==> config.mk <==
export PLATFORM = sky130hd
export DESIGN_NAME = fifo_wr_arbiter
export DESIGN_NICKNAME = d
export VERILOG_FILES = /design/src/rtl/fifo_wr_arbiter.sv
export SDC_FILE = /design/constraint.sdc
export NUM_CORES = 1
export LEC_CHECK = 0
export ABC_CLOCK_PERIOD_IN_PS = 2750
export BUFFER_PORTS_ARGS = -buffer_cell sky130_fd_sc_hd__buf_2
export CAP_MARGIN = 20
export CORE_MARGIN = 3
export CORE_UTILIZATION = 35
export CTS_CLUSTER_DIAMETER = 150
export CTS_CLUSTER_SIZE = 30
export DETAILED_ROUTE_END_ITERATION = 16
export PLACE_DENSITY = 0.7
export SYNTH_ARGS = -nofsm -noshare
export SYNTH_HDL_FRONTEND = slang
export SYNTH_SLANG_ARGS = --single-unit
==> constraint.sdc <==
create_clock -name clk -period 2.75 [get_ports clk]
set_clock_uncertainty 0.1 [all_clocks]
set_input_delay 0.4125 -clock clk [delete_from_list [all_inputs] [get_ports clk]]
set_output_delay 0.4125 -clock clk [all_outputs]
set_load 0.05 [all_outputs]
==> src/rtl/fifo_wr_arbiter.sv <==
// fifo_wr_arbiter: two-requester burst arbiter in front of a shared sync FIFO.
// One requester owns the FIFO write port for up to BURST_LEN accepted beats.
// Contended grants alternate between the requesters.
// A write error reported by the FIFO is latched until reset.
// Optional feature: define FIFO_WR_ARBITER_STATS_EN to add per-requester
// 8-bit accepted-beat counters (wr_cnt0 / wr_cnt1).
//
// Handshake: a beat moves on any cycle where reqN_valid and reqN_ready are both
// high. Ready is combinational from the registered state and fifo_full, and it
// never depends on valid. A requester must hold its valid and data stable until
// that beat is accepted.
module fifo_wr_arbiter #(
    parameter int DATA_WIDTH = 4,
    parameter int BURST_LEN  = 4   // legal range 1..15
) (
    input  logic                  clk,
    input  logic                  rst,
    input  logic                  req0_valid,
    input  logic [DATA_WIDTH-1:0] req0_data,
    output logic                  req0_ready,
    input  logic                  req1_valid,
    input  logic [DATA_WIDTH-1:0] req1_data,
    output logic                  req1_ready,
    input  logic                  fifo_full,
    input  logic                  fifo_wr_err,
    output logic                  fifo_we,
    output logic [DATA_WIDTH-1:0] fifo_din,
    output logic                  owner,
    output logic                  busy,
    output logic                  err_sticky
`ifdef FIFO_WR_ARBITER_STATS_EN
    ,
    output logic [7:0]            wr_cnt0,
    output logic [7:0]            wr_cnt1
`endif
);

    typedef enum logic {
        IDLE  = 1'b0,
        BURST = 1'b1
    } state_t;

    // Beat index of the final beat in a burst.
    localparam logic [3:0] LAST_BEAT = 4'(BURST_LEN - 1);

    state_t                state_q, state_d;
    logic                  owner_q, owner_d;
    logic                  last_q, last_d;     // requester served most recently
    logic [3:0]            beat_q, beat_d;     // beats accepted in current burst
    logic                  err_q;

    logic                  own_valid;
    logic                  oth_valid;
    logic [DATA_WIDTH-1:0] own_data;
    logic                  own_ready;
    logic                  accept;
    logic                  burst_end;

    // Select the owner's side of the interface and form the write handshake.
    always_comb begin
        own_valid = owner_q ? req1_valid : req0_valid;
        oth_valid = owner_q ? req0_valid : req1_valid;
        own_data  = owner_q ? req1_data  : req0_data;
        own_ready = (state_q == BURST) && !fifo_full;
        accept    = own_valid && own_ready;
        burst_end = (state_q == BURST) &&
                    ((accept && (beat_q == LAST_BEAT)) || !own_valid);
    end

    // Drive ready, write enable, write data and status outputs.
    always_comb begin
        req0_ready = own_ready && !owner_q;
        req1_ready = own_ready && owner_q;
        fifo_we    = accept;
        fifo_din   = accept ? own_data : '0;
        owner      = owner_q;
        busy       = (state_q == BURST);
        err_sticky = err_q;
    end

    // Next-state logic: arbitrate from IDLE, and count beats or re-arbitrate at burst end.
    always_comb begin
        state_d = state_q;
        owner_d = owner_q;
        last_d  = last_q;
        beat_d  = beat_q;
        case (state_q)
            IDLE: begin
                // No writes happen here; a grant only moves to BURST.
                if (req0_valid && req1_valid) begin
                    owner_d = ~last_q;
                    state_d = BURST;
                    beat_d  = 4'd0;
                end else if (req0_valid) begin
                    owner_d = 1'b0;
                    state_d = BURST;
                    beat_d  = 4'd0;
                end else if (req1_valid) begin
                    owner_d = 1'b1;
                    state_d = BURST;
                    beat_d  = 4'd0;
                end
            end
            BURST: begin
                if (burst_end) begin
                    // Hand over in the same edge so back-to-back bursts have no gap.
                    last_d = owner_q;
                    beat_d = 4'd0;
                    if (oth_valid) begin
                        owner_d = ~owner_q;
                        state_d = BURST;
                    end else if (own_valid) begin
                        state_d = BURST;
                    end else begin
                        state_d = IDLE;
                    end
                end else if (accept) begin
                    beat_d = beat_q + 4'd1;
                end
                // fifo_full without burst_end: stall, nothing changes.
            end
            default: begin
                state_d = IDLE;
            end
        endcase
    end

    // State register. After reset last=1, so requester 0 wins the first tie.
    always_ff @(posedge clk or posedge rst) begin
        if (rst) begin
            state_q <= IDLE;
            owner_q <= 1'b0;
            last_q  <= 1'b1;
            beat_q  <= 4'd0;
        end else begin
            state_q <= state_d;
            owner_q <= owner_d;
            last_q  <= last_d;
            beat_q  <= beat_d;
        end
    end

    // Sticky FIFO write-error flag; only reset clears it.
    always_ff @(posedge clk or posedge rst) begin
        if (rst) begin
            err_q <= 1'b0;
        end else if (fifo_wr_err) begin
            err_q <= 1'b1;
        end
    end

`ifdef FIFO_WR_ARBITER_STATS_EN
    // Per-requester accepted-beat counters, wrapping naturally at 8 bits.
    always_ff @(posedge clk or posedge rst) begin
        if (rst) begin
            wr_cnt0 <= 8'd0;
            wr_cnt1 <= 8'd0;
        end else if (accept) begin
            if (owner_q) begin
                wr_cnt1 <= wr_cnt1 + 8'd1;
            end else begin
                wr_cnt0 <= wr_cnt0 + 8'd1;
            end
        end
    end
`endif

endmodule

After elaboration in Yosys (flattened, before gate mapping)
Index checks and enable logic that the tools add are counted.

Flip-flop bits (word level): 8. Output and inout port bits: 10. Bits of input ports: 14.

Reductions and logical operators: 14. Muxes and demuxes: 23. Add/subtract/negate cells: 1. Eq/ne operators: 5. Bitwise logic cells: 3.

Operators with widths (count): 4-bit 2-to-1 mux (7); 1-bit 2-to-1 mux (13); 4-bit case mux with 2 select lines (1); 1-bit logical AND (7); 4-bit by 1-bit adder with 4-bit output (second input constant) (1); 4-bit by 2-bit == test with 1-bit output (second input constant) (1); 2-bit by 1-bit != test with 1-bit output (second input constant) (2); 4-bit != test (second input constant) (1); 1-bit case mux with 2 select lines (2); 2-bit AND reduction (2); 1-bit logical NOT (3); 3-bit by 1-bit != test with 1-bit output (second input constant) (1); 1-bit NOT (3); 3-bit AND reduction (1); 1-bit logical OR (1).

Depth between registers and ports, before layout
Depth after elaboration: 8. Gate-level depth with buffers: 4. Depth with buffers taken out: 4.

Worst setup path before layout
No wires, ideal clock.

Path kind: reg2out. Start: reg state_q (netlist: busy). End: out fifo_din[0]. Arrival time: 1925 ps. Path buffers: 1. Stages on the path, launching flop included: 5. Path slack: 312 ps. Path through: dfrtp_1 -> buf_2 -> nor2b_1 -> nand2_1 -> nor2_1.

Word-level cells in the longest chain between the ends: 3.

Ends and longest elaborated chain: from (decl) (line 46) `state_t state_q, state_d;`; from (signal assigned) (line 136) `state_q <= state_d;`; 1-bit logical AND (line 64) `own_ready = (state_q == BURST) && !fifo_full;`; 1-bit logical AND (line 65) `accept = own_valid && own_ready;`; 4-bit 2-to-1 mux (line 75) `fifo_din = accept ? own_data : '0;`; to (decl) (line 27) `output logic [DATA_WIDTH-1:0] fifo_din,`.

No other way between the ends.

Worst setup path after layout
Start: reg state_q (netlist: busy). End: out fifo_din[3].

Same word-level chain as after synthesis.

==> run_results.csv <==
group,metric,value,unit
outcome,status,"complete, no violations",
route,first_iter_violations,10,
clock_network,clkLatencyLatePin,0.26,ns
worst_setup_path,crit_path_start_kind,"flop",
finish,layout_common_cells,"buf_2 (23), inv_1 (8), dfrtp_1 (7)",
yosys,seq_area_frac_synth,0.370,
die,start_util,0.394,
finish,final_common_cell,"buf_2",
yosys,ys_ff_latch,8,
timing,fin_crit_sh,0.779,
pwr,vdd_ir_drop_max,0.179,mV
pwr,p_switching,128,uW
clock_network,cts_num_sinks,8,
pwr,clockPowerShare,0.277,
pwr,pwr-share-comb,0.316,
finish,syn_to_final_growth,28.3,%
timing,finalHoldViolCount,0,
timing,tns,0,ns
worst_setup_path,crit_required,2.24,ns
place,placed_cell_area,662,um2
yosys,netlist_instances,58,
timing,relSlewSlack,0.751,
route,drc_errors,0,
route,drtPass1Iterations,4,
clock_network,cts_root_buffer,"clkbuf_4",
yosys,syn_avg_cell_area,9.38,um2
finish,design_area,698,um2
finish,n_antenna_cell,0,
pwr,p_seq_frac,0.407,
grt,antenna_found_initial,0,
route,avgViaCountPerCell,5.32,
timing,setup_viol,0,
die,row_count,13,
place,portBuffers,23,
die,die_w,45.4,um
die,die_h,45.4,um
route,routed_wl,1220,um
yosys,syn-cell-area,544,um2
die,core_area,1380,um2
clock_network,cts_buffers,3,
place,gp_congestion,0.774,
yosys,syn_nets,73,
clock_network,cts_resized,0,
grt,grt.total_usage,0.141,
clock_network,htreeDepth,1,
clock_network,clk_pin_slew,0.05,ns
pwr,intPower,228,uW
pwr,p_leak,0.000346,uW
worst_setup_path,cp.arrival,1.63,ns
hold_path,hp-class,"in2reg",
timing,period_needed,2.14,ns
place,dp_hpwl,974,um
pwr,switching_share,0.360,
route,vias,527,
grt,grt_first_pass_wirelength,2100,um
worst_setup_path,crit_type,"reg2out",
timing,timing.hold.ws,0.249,ns
yosys,yosysWarnings,0,
clock_network,cts_tree,"done",
clock_network,clk_path_buf_depth,2,
route,antenna_left,0,
timing,max_freq,0.467,GHz
yosys,yosysUniqueCellTypes,27,
die,dieArea,2060,um2
grt,grt_max_degree,11,
timing,rsz0062_at_grt,"false",
worst_setup_path,cp_max_fo,10,
grt,grt_overflow,0,
finish,drive_gt1_frac,0.381,
pwr,power_density,510,nW/um2
die,ios,24,
worst_setup_path,crit_path_end_kind,"output port",
timing,slew_viol_final,0,
flow_run,maxCapViolations,0,
route,wl_per_cell,12.3,um
grt,grt_pass1_vias,482,
timing,worst_pin_slew,0.374,ns
finish,nets,100,
[through the flow]
stage | util | setup slack (ns) | instances | power [uW]
floorplan | - | 0.312 | 58 | 233
global placement | 0.479 | 0.908 | 94 | 257
detailed placement | 0.479 | 0.881 | 94 | 259
CTS | 0.505 | 0.602 | 99 | 361
global route | 0.505 | 0.398 | 99 | 381
finish | 0.505 | 0.607 | 99 | 356
[power groups by stage]
stage                     Clock, uW  Sequential [uW]  Combinational [uW]
after detailed placement          0              147                 112
final                          98.6              145                 112
after global placement            0              146                 111
after global routing            110              147                 124
after CTS                       102              145                 113
after floorplan                   0              149                84.5
[synth_stat cells, drive strengths merged]
library cell,number,area (um2)
or2,2,12.5
a221oi,1,15.0
nor3,1,5.00
nand2,3,11.3
inv,8,30.0
or3b,1,8.76
nand4,1,6.26
nor2b,2,12.5
dfrtp,7,175
nor3b,1,7.51
o221ai,2,17.5
nand3,3,15.0
a31oi,2,12.5
o2111a,1,11.3
ha,1,12.5
dfstp,1,26.3
and3b,1,12.5
o21ai,1,5.00
o22ai,1,6.26
nand4b,1,8.76
buf,2,16.3
nor2,5,18.8
mux2,1,15.0
nand2b,2,12.5
a221o,1,10.0
mux2i,6,60.1
[logic make-up after synthesis]
family | synth area share
fa+ha+maj | 0.0230
simple gates | 0.241
flops | 0.370
mux | 0.138
buf+inv | 0.0850
compound gates | 0.143
[registers in the layout (all words and copies together) (netlist names)]
register / cells
beat_q: 4
busy: 1
err_sticky: 1
last_q: 1
owner: 1
[cell type report]
class	instances	area, um2
inverters	8	30.0
fillers	135	684
well taps	15	18.8
repair buffers	24	125
flip-flops and latches	8	201
multi-input cells	40	297
clock buffers	4	26.3
[per-layer routing]
layer,up-vias,global-route usage,share of wire
met2,29,0.217,0.44
met5,-,0,0
li1,260,-,-
met1,233,0.189,0.45
met3,5,0.0237,0.079
met4,0,0.0702,0.029
[worst max-delay path, stage by stage (launching register included)]
cell,delay (ns)
dfrtp_1,0.51
nor2b_1,0.30
nand2_1,0.18
nor2_1,0.13
buf_2,0.26
[what timing repair did]
item / in CTS / in global routing
buffers inserted: 0 / 0
hold buffers: 1 / 0
endpoints found under the hold margin: 4 / 0
[path summary, 6_finish.rpt]
check	endpoint	from	slack (ns)	cells after the start
min in group asynchronous	beat_q[2]	rst	0.54	3
setup reg to reg	owner	beat_q[0]	1.11	4
max in group asynchronous	last_q	rst	1.70	3
hold reg to reg	err_sticky	err_sticky	0.36	1
hold / removal	err_sticky	fifo_wr_err	0.25	2
setup / recovery	fifo_din[3]	busy	0.61	4
Power figures use the tool's default switching activity.
